### src/rtl/buttons_event_queue_pkg.sv
// buttons_pkg: shared definitions for the button event queue.
//   - event type encoding (PRESS/RELEASE/LONG/REPEAT)
//   - EVT_W / ID_W widths and the number of buttons
//   - evt_t: packed {type, id} event word as it sits in the FIFO
package buttons_pkg;

   localparam int EVT_W   = 4;
   localparam int ID_W    = 2;
   localparam int NUM_BTN = 4;

   typedef enum logic [1:0] {
      EVT_PRESS   = 2'd0,
      EVT_RELEASE = 2'd1,
      EVT_LONG    = 2'd2,
      EVT_REPEAT  = 2'd3
   } evt_type_e;

   typedef struct packed {
      evt_type_e         etype;
      logic [ID_W-1:0]   id;
   } evt_t;

endpackage

### src/rtl/buttons_event_queue_if.sv
// buttons_event_queue_if: valid/ready event stream from the queue to the
// peripheral bridge.
//   evt_valid  head holds an event
//   evt_data   head event {type, id}
//   evt_ready  consumer accepts the head
// master = event source (queue), slave = consumer (bridge).
interface buttons_event_queue_if;
   import buttons_pkg::*;

   logic evt_valid;
   evt_t evt_data;
   logic evt_ready;

   modport master (output evt_valid, output evt_data, input evt_ready);
   modport slave  (input evt_valid, input evt_data, output evt_ready);

endinterface

### src/rtl/buttons_event_queue_tracker.sv
// button_event_tracker: per-button event generator.
//   clk, rst_n  clock / async active-low reset
//   btn         debounced level, 1 = pressed
//   clr         arbiter grant: the pending slot is consumed this cycle
//   pending     one-entry slot holds an event
//   ptype       type of the pending event
//   drop        a new event arrived while the slot was still occupied
module button_event_tracker
   import buttons_pkg::*;
#(
   parameter int LONG_TICKS   = 50_000_000,
   parameter int REPEAT_TICKS = 10_000_000
) (
   input  logic       clk,
   input  logic       rst_n,
   input  logic       btn,
   input  logic       clr,
   output logic       pending,
   output logic [1:0] ptype,
   output logic       drop
);

   localparam int MAX_T = (LONG_TICKS > REPEAT_TICKS) ? LONG_TICKS : REPEAT_TICKS;
   localparam int CNT_W = $clog2(MAX_T) + 1;

   logic             prev;
   logic             long_done, done_nxt;
   logic [CNT_W-1:0] cnt, cnt_nxt;
   logic             new_evt;
   evt_type_e        new_type;

   // Edges take precedence over thresholds, so a release sampled on the
   // LONG/REPEAT threshold edge yields RELEASE only.
   always_comb begin
      new_evt  = 1'b0;
      new_type = EVT_PRESS;
      cnt_nxt  = cnt;
      done_nxt = long_done;
      if (btn && !prev) begin
         new_evt  = 1'b1;
         new_type = EVT_PRESS;
         cnt_nxt  = '0;
         done_nxt = 1'b0;
      end else if (!btn && prev) begin
         new_evt  = 1'b1;
         new_type = EVT_RELEASE;
         cnt_nxt  = '0;
         done_nxt = 1'b0;
      end else if (btn && prev) begin
         if (!long_done) begin
            if (cnt == CNT_W'(LONG_TICKS - 1)) begin
               new_evt  = 1'b1;
               new_type = EVT_LONG;
               cnt_nxt  = '0;
               done_nxt = 1'b1;
            end else begin
               cnt_nxt = cnt + 1'b1;
            end
         end else if (REPEAT_TICKS != 0) begin
            if (cnt == CNT_W'(REPEAT_TICKS - 1)) begin
               new_evt  = 1'b1;
               new_type = EVT_REPEAT;
               cnt_nxt  = '0;
            end else begin
               cnt_nxt = cnt + 1'b1;
            end
         end
         // REPEAT disabled: counter parks after LONG
      end
   end

   // A slot being granted this cycle is free for a new event.
   assign drop = new_evt && pending && !clr;

   always_ff @(posedge clk or negedge rst_n) begin
      if (!rst_n) begin
         prev      <= 1'b0;
         cnt       <= '0;
         long_done <= 1'b0;
         pending   <= 1'b0;
         ptype     <= 2'd0;
      end else begin
         prev      <= btn;
         cnt       <= cnt_nxt;
         long_done <= done_nxt;
         if (new_evt && !drop) begin
            pending <= 1'b1;
            ptype   <= new_type;
         end else if (clr) begin
            pending <= 1'b0;
         end
      end
   end

endmodule

### src/rtl/buttons_event_queue.sv
// buttons_event_queue: turns four debounced button levels into PRESS /
// RELEASE / LONG / REPEAT events, queued in a FIFO and drained over a
// valid/ready port.
//   clk, rst_n     clock / async active-low reset
//   btn_0..btn_3   debounced levels, 1 = pressed
//   evt            event stream (master): evt_valid, evt_data, evt_ready
//   evt_count      FIFO occupancy 0..FIFO_DEPTH
//   overflow       sticky: an event was lost
//   overflow_clr   synchronous clear of overflow (a same-cycle set wins)
module buttons_event_queue
   import buttons_pkg::*;
#(
   parameter int LONG_TICKS   = 50_000_000,
   parameter int REPEAT_TICKS = 10_000_000,
   parameter int FIFO_DEPTH   = 8
) (
   input  logic                        clk,
   input  logic                        rst_n,
   input  logic                        btn_0,
   input  logic                        btn_1,
   input  logic                        btn_2,
   input  logic                        btn_3,
   buttons_event_queue_if.master       evt,
   output logic [$clog2(FIFO_DEPTH):0] evt_count,
   output logic                        overflow,
   input  logic                        overflow_clr
);

   localparam int PW = $clog2(FIFO_DEPTH);
   localparam int CW = PW + 1;

   logic [NUM_BTN-1:0]      btn, pend, grant, drop;
   logic [NUM_BTN-1:0][1:0] ptype;

   logic          can_write, wr_en, pop;
   evt_t          wr_evt;
   evt_t          mem [FIFO_DEPTH];
   logic [PW-1:0] wr_ptr, rd_ptr;
   logic [CW-1:0] count;

   assign btn = {btn_3, btn_2, btn_1, btn_0};

   for (genvar g = 0; g < NUM_BTN; g++) begin : g_trk
      button_event_tracker #(
         .LONG_TICKS   (LONG_TICKS),
         .REPEAT_TICKS (REPEAT_TICKS)
      ) u_trk (
         .clk     (clk),
         .rst_n   (rst_n),
         .btn     (btn[g]),
         .clr     (grant[g]),
         .pending (pend[g]),
         .ptype   (ptype[g]),
         .drop    (drop[g])
      );
   end

   assign pop       = evt.evt_valid && evt.evt_ready;
   // a pop frees the head slot in time for a same-cycle write
   assign can_write = (count < CW'(FIFO_DEPTH)) || pop;

   // Fixed priority: lowest-index pending button wins.
   always_comb begin
      grant  = '0;
      wr_en  = 1'b0;
      wr_evt = '0;
      for (int i = 0; i < NUM_BTN; i++) begin
         if (pend[i] && can_write && !wr_en) begin
            grant[i]     = 1'b1;
            wr_en        = 1'b1;
            wr_evt.etype = evt_type_e'(ptype[i]);
            wr_evt.id    = ID_W'(i);
         end
      end
   end

   always_ff @(posedge clk or negedge rst_n) begin
      if (!rst_n) begin
         for (int i = 0; i < FIFO_DEPTH; i++) mem[i] <= '0;
         wr_ptr <= '0;
         rd_ptr <= '0;
         count  <= '0;
      end else begin
         if (wr_en) begin
            mem[wr_ptr] <= wr_evt;
            wr_ptr      <= wr_ptr + 1'b1;
         end
         if (pop) rd_ptr <= rd_ptr + 1'b1;
         case ({wr_en, pop})
            2'b10:   count <= count + 1'b1;
            2'b01:   count <= count - 1'b1;
            default: count <= count;
         endcase
      end
   end

   always_ff @(posedge clk or negedge rst_n) begin
      if (!rst_n)            overflow <= 1'b0;
      else if (|drop)        overflow <= 1'b1;
      else if (overflow_clr) overflow <= 1'b0;
   end

   // Head is read straight from registered storage; forced to zero when empty.
   assign evt.evt_valid = (count != '0);
   assign evt.evt_data  = evt.evt_valid ? mem[rd_ptr] : '0;
   assign evt_count     = count;

endmodule

### src/flat_wrapper.sv
// flat-port wrapper written by rule: the top's interface ports become plain ports
module buttons_event_queue_flat import buttons_pkg::*;
#(
   parameter int LONG_TICKS   = 50_000_000,
   parameter int REPEAT_TICKS = 10_000_000,
   parameter int FIFO_DEPTH   = 8
)
  (clk, rst_n, btn_0, btn_1, btn_2, btn_3, evt_count, overflow, overflow_clr, evt_evt_valid, evt_evt_data, evt_evt_ready);
  buttons_event_queue_if evt_i ();
  input  logic clk;
  input  logic rst_n;
  input  logic btn_0;
  input  logic btn_1;
  input  logic btn_2;
  input  logic btn_3;
  output logic [$clog2(FIFO_DEPTH):0] evt_count;
  output logic overflow;
  input  logic overflow_clr;
  output wire logic [$bits(evt_i.evt_valid)-1:0] evt_evt_valid;
  output wire logic [$bits(evt_i.evt_data)-1:0] evt_evt_data;
  input wire logic [$bits(evt_i.evt_ready)-1:0] evt_evt_ready;
  assign evt_evt_valid = evt_i.evt_valid;
  assign evt_evt_data = evt_i.evt_data;
  assign evt_i.evt_ready = evt_evt_ready;
  buttons_event_queue #(.LONG_TICKS(LONG_TICKS), .REPEAT_TICKS(REPEAT_TICKS), .FIFO_DEPTH(FIFO_DEPTH)) u_core (.clk(clk), .rst_n(rst_n), .btn_0(btn_0), .btn_1(btn_1), .btn_2(btn_2), .btn_3(btn_3), .evt(evt_i), .evt_count(evt_count), .overflow(overflow), .overflow_clr(overflow_clr));
endmodule
### config.mk
export PLATFORM = sky130hd
export DESIGN_NAME = buttons_event_queue_flat
export DESIGN_NICKNAME = d
export VERILOG_FILES = /design/src/rtl/buttons_event_queue_pkg.sv /design/src/rtl/buttons_event_queue_if.sv /design/src/rtl/buttons_event_queue_tracker.sv /design/src/rtl/buttons_event_queue.sv /design/src/flat_wrapper.sv
export SDC_FILE = /design/constraint.sdc
export NUM_CORES = 1
export LEC_CHECK = 0
export ABC_AREA = 1
export BUFFER_PORTS_ARGS = -buffer_cell sky130_fd_sc_hd__buf_2
export CAP_MARGIN = 20
export CORE_MARGIN = 2
export CORE_UTILIZATION = 64
export CTS_CLUSTER_DIAMETER = 60
export DETAILED_ROUTE_END_ITERATION = 8
export PLACE_DENSITY = 0.81
export RECOVER_POWER = 25
export SYNTH_ARGS = -nofsm -noshare
export SYNTH_HDL_FRONTEND = slang
export SYNTH_HIERARCHICAL = 1
export SYNTH_SLANG_ARGS = --single-unit
### constraint.sdc
create_clock -name clk -period 2.8 [get_ports clk]
set_clock_uncertainty 0.15 [all_clocks]
set_input_delay 0.14 -clock clk [delete_from_list [all_inputs] [get_ports clk]]
set_output_delay 0.14 -clock clk [all_outputs]
set_load 0.005 [all_outputs]
==> metrics.yaml, run 1 <==
yosys:
  synth_area_per_cell_um2: 7.092
  syn_inst: 1525
  yosysSeqAreaShare_pct: 39.57
  yosys_register_bits: 171
  yosysWarningCount: 6
  syn_area_um2: 10820
  syn-num-nets: 1542
  ys_types: 35
worst_setup_path:
  cp_max_fo: 8
  crit_path_end_kind: "flop"
  cp.arrival_ps: 2670
  crit_type: "reg -> reg"
  cp-startpoint: "u_core/evt_count[1]"
  critPathRequiredTime_ps: 2960
  reg2reg_from: "u_core/evt_count[1]"
  crit_path_start_kind: "flop"
detailed_routing:
  viasPerCell: 5.709
  drtAntennaViolNets: 0
  wirelength_mm: 26.52
  wl_per_cell_um: 14.88
  num_vias: 10180
  drt_iter0_drc: 980
  firstDrtPassIters: 6
  drc: 0
place:
  globalplace.congestion: 0.9717
  dp.final_hpwl_mm: 18.60
  portBuffers: 17
pwr:
  power_density_nw_per_um2: 602.5
  ir_drop_v: 0.0004936
  internal_power_mw: 4.530
  switchingPower_mw: 2.531
  power.share.combinational_pct: 25.5
  power.leakage_nw: 5.150
  seqPwrFrac_pct: 42.4
  switching_share_pct: 35.84
  clkPwrFrac_pct: 32.1
global_route:
  antenna_found_initial: 1
  grt.total_usage_pct: 30.90
  grt_pass1_vias: 9404
  grt_pass1_wl_mm: 44.86
  grt.overflow.total: 0
  grt_start_max_net_pins: 73
die:
  row_count: 47
  core_um2: 16520
  dieArea_um2: 17950
  fp.dieW_um: 134.0
  initial_core_util_pct: 65.45
  io_pins: 18
  die_height_um: 134.0
cts:
  cts_root_buf: "clkbuf_16"
  cts.sinks: 171
  post-cts-setup-buffers: 0
  clk_pin_slew_ps: 70
  htreeDepth: 4
  ctsResizeCount: 0
  clk_path_buf_depth: 2
  cts_tree: "built"
  hold_buffers: 7
  cts_buffers: 17
  worstSkewPairLatency_ps: 440
layout:
  layout_commonest_cell: "nand2_1"
  synthToLayoutAreaGrowth_pct: 8.352
  n_fill_cell: 1342
  final_layout_size_suffix_gt1_share_pct: 9.411
  nNetsFinal: 1566
  mostFrequentLayoutCells: "nand2_1 (475), nor2_1 (182), dfrtp_1 (171)"
  multi_input_area_um2: 5702
  seqCellArea_um2: 4279
outcome:
  status: "finished, violations left"
  violations: "max-capacitance violations, max-slew violations"
timing:
  max_freq_ghz: 0.3987
  hold_viol_final: 0
  worst_slew_pin_slew_ps: 1932
  drv_slew: 71
  grt_setup_unrepaired: "false"
  finalSetupViolations: 0
  holdWs_ps: 289.8
  relSlewSlack_pct: -28.81
  finalCritPeriodShare_pct: 89.59
  setup_tns_ps: 0
  layout_min_cycle_time_ps: 2508
min_path:
  hp-start: "btn_2"
  min_path_type: "in -> reg"
job:
  maxCapViolations: 1
stage by stage:
stage / power, mW / setup slack, ps / std cells / utilization, % / area [um2]
after floorplan: 4.202 / 365.8 / 1525 / - / 10820
after global placement: 4.702 / 501.7 / 1743 / 67.15 / 11100
after detailed placement: 4.780 / 371.3 / 1743 / 67.15 / 11100
after CTS: 7.080 / 335.9 / 1782 / 70.97 / 11730
after global routing: 7.438 / 119.6 / 1783 / 70.92 / 11720
final: 7.061 / 291.6 / 1783 / 70.92 / 11720
synthesized netlist by cell type (all sizes together):
cell type / number / area (um2)
nand2: 494 / 1917
nor2: 215 / 934.7
dfrtp: 171 / 4279
inv: 164 / 615.6
nand3: 119 / 723.2
o21ai: 101 / 505.5
nand4: 62 / 412.9
xor2: 53 / 464.2
nor3: 36 / 180.2
o22ai: 28 / 175.2
buf: 18 / 158.9
a21oi: 15 / 75.07
clkbuf: 15 / 56.30
ha: 9 / 112.6
o32ai: 8 / 70.07
xnor2: 7 / 61.31
a31oi: 4 / 25.02
a21boi: 1 / 7.510
clkinv: 1 / 3.750
mux2: 1 / 11.26
nor3b: 1 / 7.510
nor4: 1 / 6.260
o31ai: 1 / 12.51
routing by layer:
| layer | global-route usage (%) | wire length (um) | up-vias |
|---|---|---|---|
| li1 | - | - | 5004 |
| met1 | 43.23 | 12090 | 4727 |
| met2 | 48.69 | 12080 | 397 |
| met3 | 4.875 | 1704 | 52 |
| met4 | 11.94 | 655 | 0 |
| met5 | 0 | 0 | - |
flip-flops by register name, indices dropped and copies added (netlist names):
register	flops
u_core/evt_count	4
u_core/overflow	1
u_core/g_trk.u_trk/prev	4
u_core/mem	32
u_core/g_trk.u_trk/long_done	4
u_core/wr_ptr	3
u_core/g_trk.u_trk/ptype	8
u_core/g_trk.u_trk/pending	4
u_core/rd_ptr	3
u_core/g_trk.u_trk/cnt	108
power by group through the flow:
stage,Clock [mW],Combinational (mW),Sequential [mW]
6_report,2.27,1.80,2.99
3_3_place_gp,0,1.68,3.02
4_1_cts,2.31,1.79,2.98
5_1_grt,2.41,2.00,3.03
2_1_floorplan,0,1.23,2.97
3_5_place_dp,0,1.76,3.02
critical path: stages, from the launching register on:
cell and delay, ps:
dfrtp_1 430, nor2_1 170, nand2_2 120, nand2_4 120, nand2_4 90, o31ai_2 130
nand2_4 80, inv_1 90, ha_1 220, nand2_1 80, inv_1 90, nor2_1 60
ha_1 170, a21oi_1 140, xnor2_1 150, o21ai_0 100
cells by family (layout without fill, tap and decap cells):
family | count (synthesis) | in the layout | share of synthesized area, %
other cells | 0 | 1 | 0
buf+inv | 198 | 235 | 7.716
flops | 171 | 171 | 39.56
simple gates | 928 | 928 | 38.66
fa+ha+maj | 9 | 9 | 1.041
xor+xnor | 60 | 60 | 4.859
mux | 1 | 1 | 0.1041
compound gates | 158 | 158 | 8.052
worst paths after layout:
| path | to | slack, ps | cells after the start |
|---|---|---|---|
| min in group asynchronous | u_core/g_trk[1].u_trk/cnt[20] | 610 | 2 |
| worst min-delay path | u_core/g_trk[2].u_trk/prev | 290 | 2 |
| worst min register to register | u_core/mem[27] | 340 | 2 |
| max in group asynchronous | u_core/g_trk[3].u_trk/long_done | 630 | 3 |
| worst max register to register | u_core/evt_count[2] | 290 | 15 |
| worst max-delay path | u_core/evt_count[2] | 290 | 15 |
layout make-up:
type / instances / share of cell area (%)
clock inverters: 14 / 1.121
inverters: 165 / 5.285
well taps: 220 / 2.349
multi-input cells: 1156 / 48.65
diodes: 1 / 0.02135
clock buffers: 18 / 3.662
repair buffers: 38 / 2.392
flip-flops and latches: 171 / 36.52
Power figures use the tool's default switching activity.
==> run 2: changes to the inputs <==
Settings changed: ABC_AREA 1 to not set.
==> run 2 against run 1 <==
The flow still finishes with violations (max-capacitance violations, max-slew violations). Global-route usage fell by 2.7 points. Register-to-register slack lost 160 ps. Sequential cell count stayed put. Synthesized cell count fell by 34%. Routed wire length down 17%. Synthesized area fell by 9.4%. Via count shrank 20%. Worst hold slack improved by 25 ps. Final cell count shrank 31%. Core utilization is 0.33 points higher. Sequential power grew 5%. Highest routed layer unchanged.
==> metrics.yaml, run 2 <==
timing:
  finalSetupViolations: 0
  worst_slack_ps: 135.5
  finalCritPeriodShare_pct: 95.16
  setup_tns_ps: 0
  relSlewSlack_pct: -18.95
  layout_min_cycle_time_ps: 2665
  max_freq_ghz: 0.3753
  hold_viol_final: 0
  grt_setup_unrepaired: "false"
  drv_slew: 69
  worst_slew_pin_slew_ps: 1784
  holdWs_ps: 314.4
layout:
  final_layout_size_suffix_gt1_share_pct: 15.51
  diodes: 0
  nNetsFinal: 1043
  largest-register: "u_core/g_trk.u_trk/cnt"
  n_fill_cell: 1117
  layout_commonest_cell: "dfrtp_1"
  synthToLayoutAreaGrowth_pct: 9.690
  reg_top3: "u_core/g_trk.u_trk/cnt x108, u_core/mem x32, u_core/g_trk.u_trk/ptype x8"
  mostFrequentLayoutCells: "dfrtp_1 (170), nand2_1 (122), nand3_1 (110)"
  largest_register_ffs: 108
global_route:
  grt_start_max_net_pins: 71
  antenna_found_initial: 0
  grt.overflow.total: 0
  grt_pass1_wl_mm: 37.53
  grt.total_usage_pct: 28.17
  grt_pass1_vias: 7522
cts:
  worstSkewPairLatency_ps: 430
  cts.sinks: 171
  cts_tree: "built"
  cts_root_buf: "clkbuf_16"
  clk_pin_slew_ps: 60
  htreeDepth: 4
  cts_buffers: 17
  clk_path_buf_depth: 2
worst_setup_path:
  cp_max_fo: 6
  reg2reg_from: "u_core/evt_count[0]"
  crit_path_end_kind: "flop"
  critical-path-top-delay-family: "simple AND/OR/NAND/NOR gates"
  cpPeakStageDelay_ps: 630
  path_cells: "nor4_4 > inv_1 > nand2_2 > inv_1 > ha_1 > nand2b_1 > or4b_2 > a31oi_1 > xor2_1"
  cp.arrival_ps: 2860
  r2r_cells: 9
  cp-startpoint: "u_core/evt_count[0]"
  crit_buf_inv: 2
  r2r_slack_ps: 140
  rr_endpoint: "u_core/evt_count[3]"
  crit_type: "reg -> reg"
  crit_path_start_kind: "flop"
  slowest_stage: "or4b_2"
  critPathRequiredTime_ps: 3000
  path_common_cell: "inv_1"
detailed_routing:
  firstDrtPassIters: 5
  drtAntennaViolNets: 0
  drt_iter0_drc: 774
  drc: 0
  viasPerCell: 6.617
  wirelength_mm: 21.97
  wl_per_cell_um: 17.92
  num_vias: 8112
place:
  dp_slack_ps: 127.3
  globalplace.congestion: 0.8609
  dp.final_hpwl_mm: 14.43
  portBuffers: 17
yosys:
  syn_inst: 1009
  synth_compound_area_share_pct: 11.80
  yosys_register_bits: 171
  yosysWarningCount: 6
  synth_most_common_cell: "dfrtp_1"
  synth-main-ff-cell: "dfrtp_1"
  synthTopCellsByCount: "dfrtp_1 (171), nand2_1 (123), nand3_1 (110)"
  synth_top_family_by_area: "simple AND/OR/NAND/NOR gates"
  synth_edf_count: 0
  syn-num-nets: 1026
  yosys.area_share.adder_pct: 1.149
  synth_area_per_cell_um2: 9.713
  synth_xor_xnor_area_share_pct: 1.877
  synthArstFlopShare_pct: 100.0
  syn_area_um2: 9801
  synthSimpleGateAreaFrac_pct: 31.74
  ys_types: 59
  synthTopCellsByArea: "dfrtp_1 (44%), nand3_1 (5.6%), nand2_1 (4.7%), nand4_1 (4.5%), mux2_2 (3.9%)"
  synthMuxAreaShare_pct: 6.562
  yosysSeqAreaShare_pct: 43.66
  synth_top_area_cell: "dfrtp_1"
  yosysTopAreaCellShare_pct: 43.66
pwr:
  power_mw: 6.857
  ir_drop_v: 0.0005208
  power_density_nw_per_um2: 637.8
  power.leakage_nw: 4.534
job:
  maxCapViolations: 1
min_path:
  hp-start: "overflow_clr"
  min_path_cells: 3
  hold_end: "u_core/overflow"
  min_path_type: "in -> reg"
die:
  row_count: 45
  fp.dieW_um: 127.7
  dieArea_um2: 16320
  die_height_um: 127.7
  initial_core_util_pct: 64.95
  core_um2: 15090
  io_pins: 18
outcome:
  status: "finished, violations left"
  violations: "max-capacitance violations, max-slew violations"
-- run 2: cell count changes in the layout (fill, tap and decap cells not counted), moves of 20 or more --
cell and change:
o21ai_1 -33, nor2_2 -24, and3_1 +29, xor2_1 -41, o21ai_0 -30, nor3_1 -21, inv_1 -123, or3_1 +25
nor2_1 -147, mux2_2 +33, o311ai_0 +20, nand2_1 -353
-- run 2: where the power goes --
part	total [mW]	switching [mW]	internal, mW
clock	2.32	0.949	1.37
sequential	3.14	0.366	2.77
combinational	1.40	0.643	0.754
-- run 2: worst max-delay path by stage --
stage	endpoint	slack [ps]	cells past startpoint
final	u_core/evt_count[3]	140	9
after global routing	u_core/evt_count[3]	10	9
after CTS	u_core/evt_count[3]	80	9
after detailed placement	u_core/evt_count[3]	130	9
after global placement	u_core/evt_count[3]	220	9
after floorplan	u_core/evt_count[3]	130	9
-- run 2: repair_timing --
action / 4_1_cts / 5_1_grt
hold endpoints to repair: 80 / 0
setup buffers: 0 / 2
setup endpoints to repair: 0 / 1
hold buffers: 7 / 0
gates resized for setup: 0 / 3
-- run 2: cell type report --
cell class                      count  area [um2]  share of cell area (%)
Clock buffer                       23       478.0                   4.446
Inverter                           26       100.1                  0.9311
Tap cell                          188       235.2                   2.188
Multi-Input combinational cell    764        5224                   48.59
Timing Repair Buffer               46       340.3                   3.166
Sequential cell                   171        4280                   39.82
Clock inverter                      8       92.59                  0.8613
-- run 2: cells by family after synthesis --
kind of cell / count (synthesis)
buf+inv: 74
simple gates: 528
compound gates: 156
xor+xnor: 21
fa+ha+maj: 9
flops: 171
mux: 50
-- run 2: per-stage QoR --
stage               area, um2  util, %  std cells
CTS                     10730    71.14       1224
detailed placement      10090    66.89       1186
finish                  10750    71.24       1226
floorplan                9807        -       1009
global placement        10090    66.89       1186
global route            10750    71.24       1226
-- run 2: worst min-delay path, cell delays in order --
cell	delay [ps]
dlygate4sd3_1	520
buf_2	110
o21ai_0	80
-- run 2: metal layers --
metal | track usage, % | vias to the layer above | share of wire, %
li1 | - | 3864 | -
met1 | 41.90 | 3973 | 47
met2 | 43.13 | 253 | 47
met3 | 5.467 | 22 | 5.6
met4 | 6.658 | 0 | 1.0
met5 | 0 | - | 0
